<file path="src/rtl/epcs_pkg.sv">
// Shared EPCS receive-path definitions: word width, default sync pattern and
// the link-controller state encoding.
package epcs_pkg;
  localparam int EPCS_W = 20;
  localparam logic [EPCS_W-1:0] SYNC_WORD_DEF = 20'hCF9C3;

  typedef enum logic [1:0] {
    ST_HUNT   = 2'd0,
    ST_SLIP   = 2'd1,
    ST_VERIFY = 2'd2,
    ST_LOCKED = 2'd3
  } state_t;
endpackage

</file>
<file path="src/rtl/epcs_sync_cnt.sv">
// Saturating up-counter with synchronous clear; clear has priority over increment.
module epcs_sync_cnt #(
  parameter int W = 8
) (
  input  logic         clk,
  input  logic         rst,
  input  logic         clr,
  input  logic         inc,
  output logic [W-1:0] cnt
);
  always_ff @(posedge clk or posedge rst) begin
    if (rst) begin
      cnt <= '0;
    end else if (clr) begin
      cnt <= '0;
    end else if (inc && (cnt != {W{1'b1}})) begin
      cnt <= cnt + 1'b1;
    end
  end
endmodule

</file>
<file path="src/rtl/epcs_rx_link_ctrl.sv">
// EPCS RX link-alignment controller: hunts for the periodic sync word, requests
// SERDES bit-slips until framing is found, then forwards framed data with sof.
module epcs_rx_link_ctrl
  import epcs_pkg::*;
#(
  parameter logic [EPCS_W-1:0] SYNC_WORD = SYNC_WORD_DEF,
  parameter int FRAME_LEN = 16,
  parameter int LOCK_CNT  = 8,
  parameter int LOSS_CNT  = 4,
  parameter int HUNT_TMO  = 64,
  parameter int SLIP_WAIT = 16
) (
  input  logic              clk,
  input  logic              rst,
  input  logic [EPCS_W-1:0] rxd,
  input  logic              rxval,
  input  logic              err_clr,
  output logic              slip,
  output logic              link_up,
  output logic [EPCS_W-1:0] dout,
  output logic              dval,
  output logic              sof,
  output logic [15:0]       err_cnt,
  output logic [1:0]        state
);
  // Handshake: rxval qualifies rxd and dval qualifies dout/sof, one word per
  // cycle; there is no backpressure, every valid word is consumed.
  localparam int WP_W = (FRAME_LEN > 1) ? $clog2(FRAME_LEN) : 1;
  localparam int TMO_W = (HUNT_TMO > 1) ? $clog2(HUNT_TMO) : 1;
  localparam int SW_W = $clog2(SLIP_WAIT + 1);
  localparam int CW = 8;
  localparam logic [TMO_W-1:0] TMO_LAST = TMO_W'(HUNT_TMO - 1);
  localparam logic [SW_W-1:0] SW_LAST = SW_W'(SLIP_WAIT);
  localparam logic [CW-1:0] GOOD_LAST = CW'(LOCK_CNT - 2);
  localparam logic [CW-1:0] MISS_LAST = CW'(LOSS_CNT - 1);

  state_t          st;
  logic [WP_W-1:0] wpos;
  logic [TMO_W-1:0] tmo;
  logic [SW_W-1:0] swait;
  logic [CW-1:0]   good_cnt;
  logic [CW-1:0]   miss_cnt;
  logic            is_sync;
  logic            bnd;
  logic            lock_hit;
  logic            loss_hit;
  logic            bad_locked;

  assign is_sync    = (rxd == SYNC_WORD);
  assign bnd        = rxval && (wpos == '0);
  assign bad_locked = (st == ST_LOCKED) && bnd && !is_sync;
  // good_cnt holds (good syncs - 1): the HUNT match that opened VERIFY is the first.
  assign lock_hit   = (st == ST_VERIFY) && bnd && is_sync && (good_cnt == GOOD_LAST);
  assign loss_hit   = bad_locked && (miss_cnt == MISS_LAST);
  assign state      = st;

  epcs_sync_cnt #(.W(CW)) u_good (
    .clk (clk),
    .rst (rst),
    .clr (st != ST_VERIFY),
    .inc ((st == ST_VERIFY) && bnd && is_sync),
    .cnt (good_cnt)
  );

  epcs_sync_cnt #(.W(CW)) u_miss (
    .clk (clk),
    .rst (rst),
    .clr ((st != ST_LOCKED) || (bnd && is_sync)),
    .inc (bad_locked),
    .cnt (miss_cnt)
  );

  epcs_sync_cnt #(.W(16)) u_err (
    .clk (clk),
    .rst (rst),
    .clr (err_clr),
    .inc (bad_locked),
    .cnt (err_cnt)
  );

  always_ff @(posedge clk or posedge rst) begin
    if (rst) begin
      st      <= ST_HUNT;
      wpos    <= '0;
      tmo     <= '0;
      swait   <= '0;
      slip    <= 1'b0;
      link_up <= 1'b0;
      dout    <= '0;
      dval    <= 1'b0;
      sof     <= 1'b0;
    end else begin
      slip <= 1'b0;
      dval <= rxval && ((st == ST_LOCKED) || lock_hit);
      sof  <= bnd && (st == ST_LOCKED);
      if (rxval) dout <= rxd;
      case (st)
        ST_HUNT: begin
          if (rxval) begin
            if (is_sync) begin
              st   <= ST_VERIFY;
              wpos <= WP_W'(1);
              tmo  <= '0;
            end else if (tmo == TMO_LAST) begin
              st    <= ST_SLIP;
              slip  <= 1'b1;
              tmo   <= '0;
              swait <= '0;
            end else begin
              tmo <= tmo + 1'b1;
            end
          end
        end
        // One slip cycle followed by SLIP_WAIT settling cycles, rxval ignored.
        ST_SLIP: begin
          if (swait == SW_LAST) st <= ST_HUNT;
          else swait <= swait + 1'b1;
        end
        ST_VERIFY: begin
          if (rxval) begin
            wpos <= wpos + 1'b1;
            if (bnd && !is_sync) begin
              st <= ST_HUNT;
            end else if (lock_hit) begin
              st      <= ST_LOCKED;
              link_up <= 1'b1;
            end
          end
        end
        ST_LOCKED: begin
          if (rxval) begin
            wpos <= wpos + 1'b1;
            if (loss_hit) begin
              st      <= ST_HUNT;
              link_up <= 1'b0;
            end
          end
        end
        default: st <= ST_HUNT;
      endcase
    end
  end
endmodule

</file>
<file path="config.mk">
export PLATFORM = sky130hd
export DESIGN_NAME = epcs_rx_link_ctrl
export DESIGN_NICKNAME = d
export VERILOG_FILES = /design/src/rtl/epcs_pkg.sv /design/src/rtl/epcs_sync_cnt.sv /design/src/rtl/epcs_rx_link_ctrl.sv
export SDC_FILE = /design/constraint.sdc
export NUM_CORES = 1
export LEC_CHECK = 0
export ABC_AREA = 1
export CORE_MARGIN = 5
export CORE_UTILIZATION = 38
export DETAILED_ROUTE_END_ITERATION = 16
export REMOVE_ABC_BUFFERS = 1
export SLEW_MARGIN = 20
export SYNTH_ARGS = -nofsm -noshare
export SYNTH_HDL_FRONTEND = slang
export SYNTH_SLANG_ARGS = --single-unit
</file>
<file path="constraint.sdc">
create_clock -name clk -period 2.2 [get_ports clk]
set_input_delay 0.44 -clock clk [delete_from_list [all_inputs] [get_ports clk]]
set_output_delay 0.44 -clock clk [all_outputs]
set_load 0.05 [all_outputs]
</file>
# Word-level counts from Yosys, hierarchy flattened
# Cells that the tools add are included.
# totals
wordCells,112
ff_bits,73
# op_classes
add_sub_neg,6
n_reduce_logical,30
eq_ne,27
muxes,37
# op_table
cell,n
16-bit 2-to-1 mux,2
8-bit 2-to-1 mux,4
2-bit != test (second input constant),13
20-bit == test (second input constant),1
5-bit 2-to-1 mux,4
2-bit 2-to-1 mux,9
16-bit by 1-bit adder with 16-bit output (second input constant),1
8-bit by 1-bit adder with 8-bit output (second input constant),2
16-bit != test (second input constant),1
8-bit != test (second input constant),2
1-bit logical AND,13
4-bit 2-to-1 mux,3
6-bit 2-to-1 mux,2
2-bit nonzero test,6
5-bit case mux with 2 select lines,1
1-bit 2-to-1 mux,9
8-bit by 2-bit == test with 1-bit output (second input constant),1
8-bit by 3-bit == test with 1-bit output (second input constant),1
2-bit case mux with 4 select lines,1
4-bit case mux with 2 select lines,1
7-bit AND reduction,1
6-bit by 1-bit adder with 6-bit output (second input constant),1
6-bit == test (second input constant),1
6-bit AND reduction,1
17 further kinds,19

# Logic depth before layout (Yosys ltp)
# Gate-level depths: netlist (run 1).
# depth
depth_word,9
mapped_depth,12
ltp_nobuf,12

# Cells and area by module
# Synthesis (run 1) repeated with hierarchy kept, for this count alone.
# unflattened
hier_cells,578
hier_area_um2,4364.2
# by_module_without_submodules
module,area_per_inst_um2,instances,cells_each
epcs_rx_link_ctrl,2267.2,1,281
epcs_sync_cnt (u_err),1083.5,1,159
epcs_sync_cnt (u_good ...),506.7,2,69

# Worst setup path before layout (run 1)
# Ideal clock, no wire load.
# synth_timing
path_kind,register to register
from,register u_err.cnt[1]
to,register u_err.cnt[11]
synth_period_minus_slack_ns,1.992
t_required_ns,2.081
stages_incl_launch_ff,12
setup_slack_ns,0.208
n_path_buf,1
arrival_time_ns,1.873
path_cell_list,dfrtp_1 ha_1 nand2_2 nor3_4 nand2_2 nor2_4 nand2_2 nand3_4 nand2_4 buf_6 nand2_1 nand2_1
# synth_via
elab_chain_cells,3
word_cells_on_any_way,6
classes_between,add/sub: 1; eq/ne: 1; mux: 2; reduce/logical: 2
# synth_lines
element,line,text
start: declaration,epcs_sync_cnt.sv:9,output logic [W-1:0] cnt
start signal: assignment,epcs_sync_cnt.sv:17,cnt <= cnt + 1'b1;
16-bit by 1-bit adder with 16-bit output or 16-bit != test (tied branches),"epcs_sync_cnt.sv:17, epcs_sync_cnt.sv:16",
16-bit 2-to-1 mux or 1-bit logical AND (tied branches),epcs_sync_cnt.sv:16,end else if (inc && (cnt != {W{1'b1}})) begin
16-bit 2-to-1 mux or 2-bit nonzero test (tied branches),--,
# Several ways; a longest one is shown, not always the timed one. The select of a mux whose other input is x is not followed.
# A chain may end at the register's enable or synchronous reset.

# Final worst setup path (run 1)
# layout_timing
from,register u_err.cnt[11]
to,output port err_cnt[11]
# layout_rtl
element,line,text
end: declaration,epcs_rx_link_ctrl.sv:23,"output logic [15:0] err_cnt,"
# No word-level cell between the ends.

==> summary.md, run 1 <==
| Metric | Value |
|---|---|
| Status | `finished, final reports clean` |
| Non-Filler Instances | `735` |
| Initial DRC count | `140` |
| Detailed Route WL | `9880 um` |
| Setup TNS | `0 ps` |
| Worst path depth | `1` |
| Commonest cells after routing, fill and taps aside | `148 x nand2_1, 73 x dfrtp_1, 64 x clkdlybuf4s50_1, 54 x nand3_1, 48 x inv_1` |
| Reg2reg setup slack | `300 ps` |
| Syn Area/Cell | `7.88 um^2` |
| Post-Synth XOR/XNOR Area | `0.0432` |
| Largest family of logic cells by synthesized area | `simple AND/OR/NAND/NOR gates` |
| Initial Utilization | `0.391` |
| Post-CTS sizing | `0` |
| Bufs and invs on worst path | `1` |
| Adder-cell share of the synthesized area | `0.0277` |
| Slew margin rel. | `0.581` |
| Data required time of the worst path | `1760 ps` |
| R2r worst-path depth | `8` |
| RSZ-0062 raised after global routing | `false` |
| Final Cycle Share | `0.950` |
| Number of buffers created by CTS | `9` |
| DR vias/cell | `4.92` |
| Height of the die | `113 um` |
| Final Instance Area | `5130 um^2` |
| Layout cell share with drive strength beyond 1 | `0.104` |
| Final Net Count | `628` |
| Worst-Skew Late Latency | `340 ps` |
| Lkg Pwr | `2.47 nW` |
| RR Startpoint | `u_err.cnt[0]$_DFFE_PP0P_` |
| Initial antenna violation count | `0` |
| Routed Antenna Nets | `0` |
| Post-synthesis register bit count | `73` |
| Clk_skew | `7.61 ps` |
| CP Class | `reg2out` |
| CP top delay family | `buffers and inverters` |
| CTS clk-pin slew, worst paths | `80 ps` |
| CP arrival | `1650 ps` |
| Dpl hpwl | `7540 um` |
| Compound-cell area share of the yosys netlist | `0.0629` |
| Worst Setup End Kind | `output port` |
| H-tree levels | `3` |
| Fraction of synthesized area in multiplexers | `0` |
| Setup ws final | `109 ps` |
| Minimum clock period | `2090 ps` |
| # rows | `37` |
| DR DRC count | `0` |
| Post-CTS setup buffers | `0` |
| Synth Cell Area | `4060 um^2` |
| Worst setup endpoint | `err_cnt[11]` |
| Io pins | `66` |
| Final Max Tran Viols | `0` |
| Sequential area share after synthesis | `0.450` |
| Max-Cap Viols | `0` |
| Pre-CTS setup slack | `-206 ps` |
| Total iterations of the first detailed-routing run | `6` |
| Gr usage total | `0.161` |
| Vias in the first global route | `3,535` |
| Most common cell after layout, fill and taps aside | `nand2_1` |
| Ant diodes | `0` |
| Port bufs | `65` |
| Layout area overhead | `26.4%` |
| Worst slew pin tran | `629 ps` |
| Clock tree sinks | `73` |
| First-pass GRT wire length | `17,000 um` |
| CP Launch Type | `flip-flop` |
| Cells after Synth | `515` |
| Grt ovf | `0` |
| Total die area | `12,800 um^2` |
| Yosys cell types | `38` |
| TritonCTS clock tree | `built` |
| Crit path max fanout | `6` |
| Pwr per Cell Area | `673 nW/um^2` |
| Largest net degree at the start of global routing | `44` |
| FMAX | `0.478 GHz` |
| Core area | `10,400 um^2` |
| Post-synthesis simple-gate area fraction | `0.354` |
| Largest stage delay on the critical path | `850 ps` |
| Critical Path Source | `u_err.cnt[11]$_DFFE_PP0P_` |
| # placed instances | `720` |
| Final setup viols | `0` |
| Wirelength per Cell | `13.4 um` |
| Area after DPL | `4940 um^2` |
| Final hold violation count | `0` |
| Max Buffers Root-to-Sink | `2` |
| Via count | `3,617` |
| RR Endpoint | `u_err.cnt[3]$_DFFE_PP0P_` |
| Peak supply drop | `0.000317 V` |
| Root Buffer | `clkbuf_8` |
| Worst path cell trace | `clkdlybuf4s50_1` |
| Die width | `113 um` |
| CTS Hold Buffers Added | `0` |
| RePlAce Congestion | `0.831` |
| HP Class | `in2async` |
| Ys Warns | `0` |
| Slowest CP cell | `clkdlybuf4s50_1` |
## where the power goes
group	leakage, nW	switching (mW)	internal, mW	total (mW)
registers	0.955	0.127	1.48	1.61
logic	1.42	0.514	0.312	0.826
clock network	0.0909	0.507	0.511	1.02
## cells by family after synthesis
| kind of cell | count (synthesis) |
|---|---|
| AO/OA/AOI/OAI | 41 |
| XOR/XNOR | 20 |
| adder cells (fa/ha/maj) | 9 |
| buffers and inverters | 63 |
| flip-flops | 73 |
| AND/OR/NAND/NOR | 309 |
## sequential cells by signal (all words and copies together) (netlist names)
name	cells
state	2
u_err.cnt	16
dout	20
link_up	1
tmo	6
wpos	4
u_good.cnt	8
swait	5
dval	1
sof	1
u_miss.cnt	8
slip	1
## worst reg2reg max path: stages, from the launching register on
cell and delay [ps]:
dfrtp_1 420, ha_1 230, nand2_2 130, nor3_4 80
nand2_2 100, nor2_4 40, a21oi_2 520, nand4_1 200
o21ai_2 100
## area by class of cell
| class | instances | area [um^2] |
|---|---|---|
| multi-input cells | 379 | 1980 |
| fillers | 1025 | 5240 |
| clock buffers | 9 | 124 |
| clock inverters | 6 | 60.1 |
| flip-flops and latches | 73 | 1830 |
| inverters | 52 | 195 |
| repair buffers | 80 | 773 |
| well taps | 136 | 170 |
## cells in the mapped netlist (all sizes together)
master,number,share of area
nor2,49,0.051
xnor2,5,0.011
nand3,57,0.078
a22o,1,0.0022
nand4,20,0.031
a211oi,1,0.0019
o31ai,2,0.0037
dfrtp,73,0.45
a21o,1,0.0019
xor2,15,0.032
and3,3,0.0046
clkinv,2,0.0019
clkbuf,5,0.0046
o21ai,24,0.037
nor3,15,0.021
a22oi,1,0.0019
a21oi,11,0.014
ha,9,0.028
nand2,155,0.15
or2,3,0.0046
nand3b,4,0.0074
nor3b,3,0.0068
inv,50,0.046
buf,6,0.0099
## worst min-delay path by stage
stage | start | end | slack [ps]
after floorplan | u_good.cnt[7]$_DFFE_PP0P_ | u_good.cnt[7]$_DFFE_PP0P_ | 470
after global placement | dout[12]$_DFFE_PP0P_ | dout[12]$_DFFE_PP0P_ | 460
after detailed placement | dout[13]$_DFFE_PP0P_ | dout[13]$_DFFE_PP0P_ | 460
after CTS | rst | u_err.cnt[2]$_DFFE_PP0P_ | 340
after global routing | rst | u_err.cnt[2]$_DFFE_PP0P_ | 360
final | rst | u_err.cnt[2]$_DFFE_PP0P_ | 340
## metrics by stage
stage                      util  power, mW  hold slack, ps
after floorplan               -       2.18             469
after global placement    0.477       2.45             456
after detailed placement  0.477       2.47             457
after CTS                 0.494       3.49             336
after global routing      0.495       3.66             364
final                     0.495       3.45             341
## layer usage
| layer | GRT usage | vias up | wire, um |
|---|---|---|---|
| met3 | 0.0299 | 16 | 400 |
| met2 | 0.269 | 70 | 4710 |
| met4 | 0.0537 | 0 | 189 |
| li1 | - | 1837 | - |
| met5 | 0 | - | 0 |
| met1 | 0.212 | 1694 | 4580 |
Power figures use the tool's default switching activity.
==> inputs of run 2 (changes only) <==
--- a/config.mk
+++ b/config.mk
@@ -8,6 +8,7 @@
 export ABC_AREA = 1
 export CORE_MARGIN = 5
 export CORE_UTILIZATION = 38
+export CTS_CLUSTER_DIAMETER = 120
 export DETAILED_ROUTE_END_ITERATION = 16
 export REMOVE_ABC_BUFFERS = 1
 export SLEW_MARGIN = 20
==> results of run 2 <==
Final layout, timing and power as in run 1 (identical DEF).
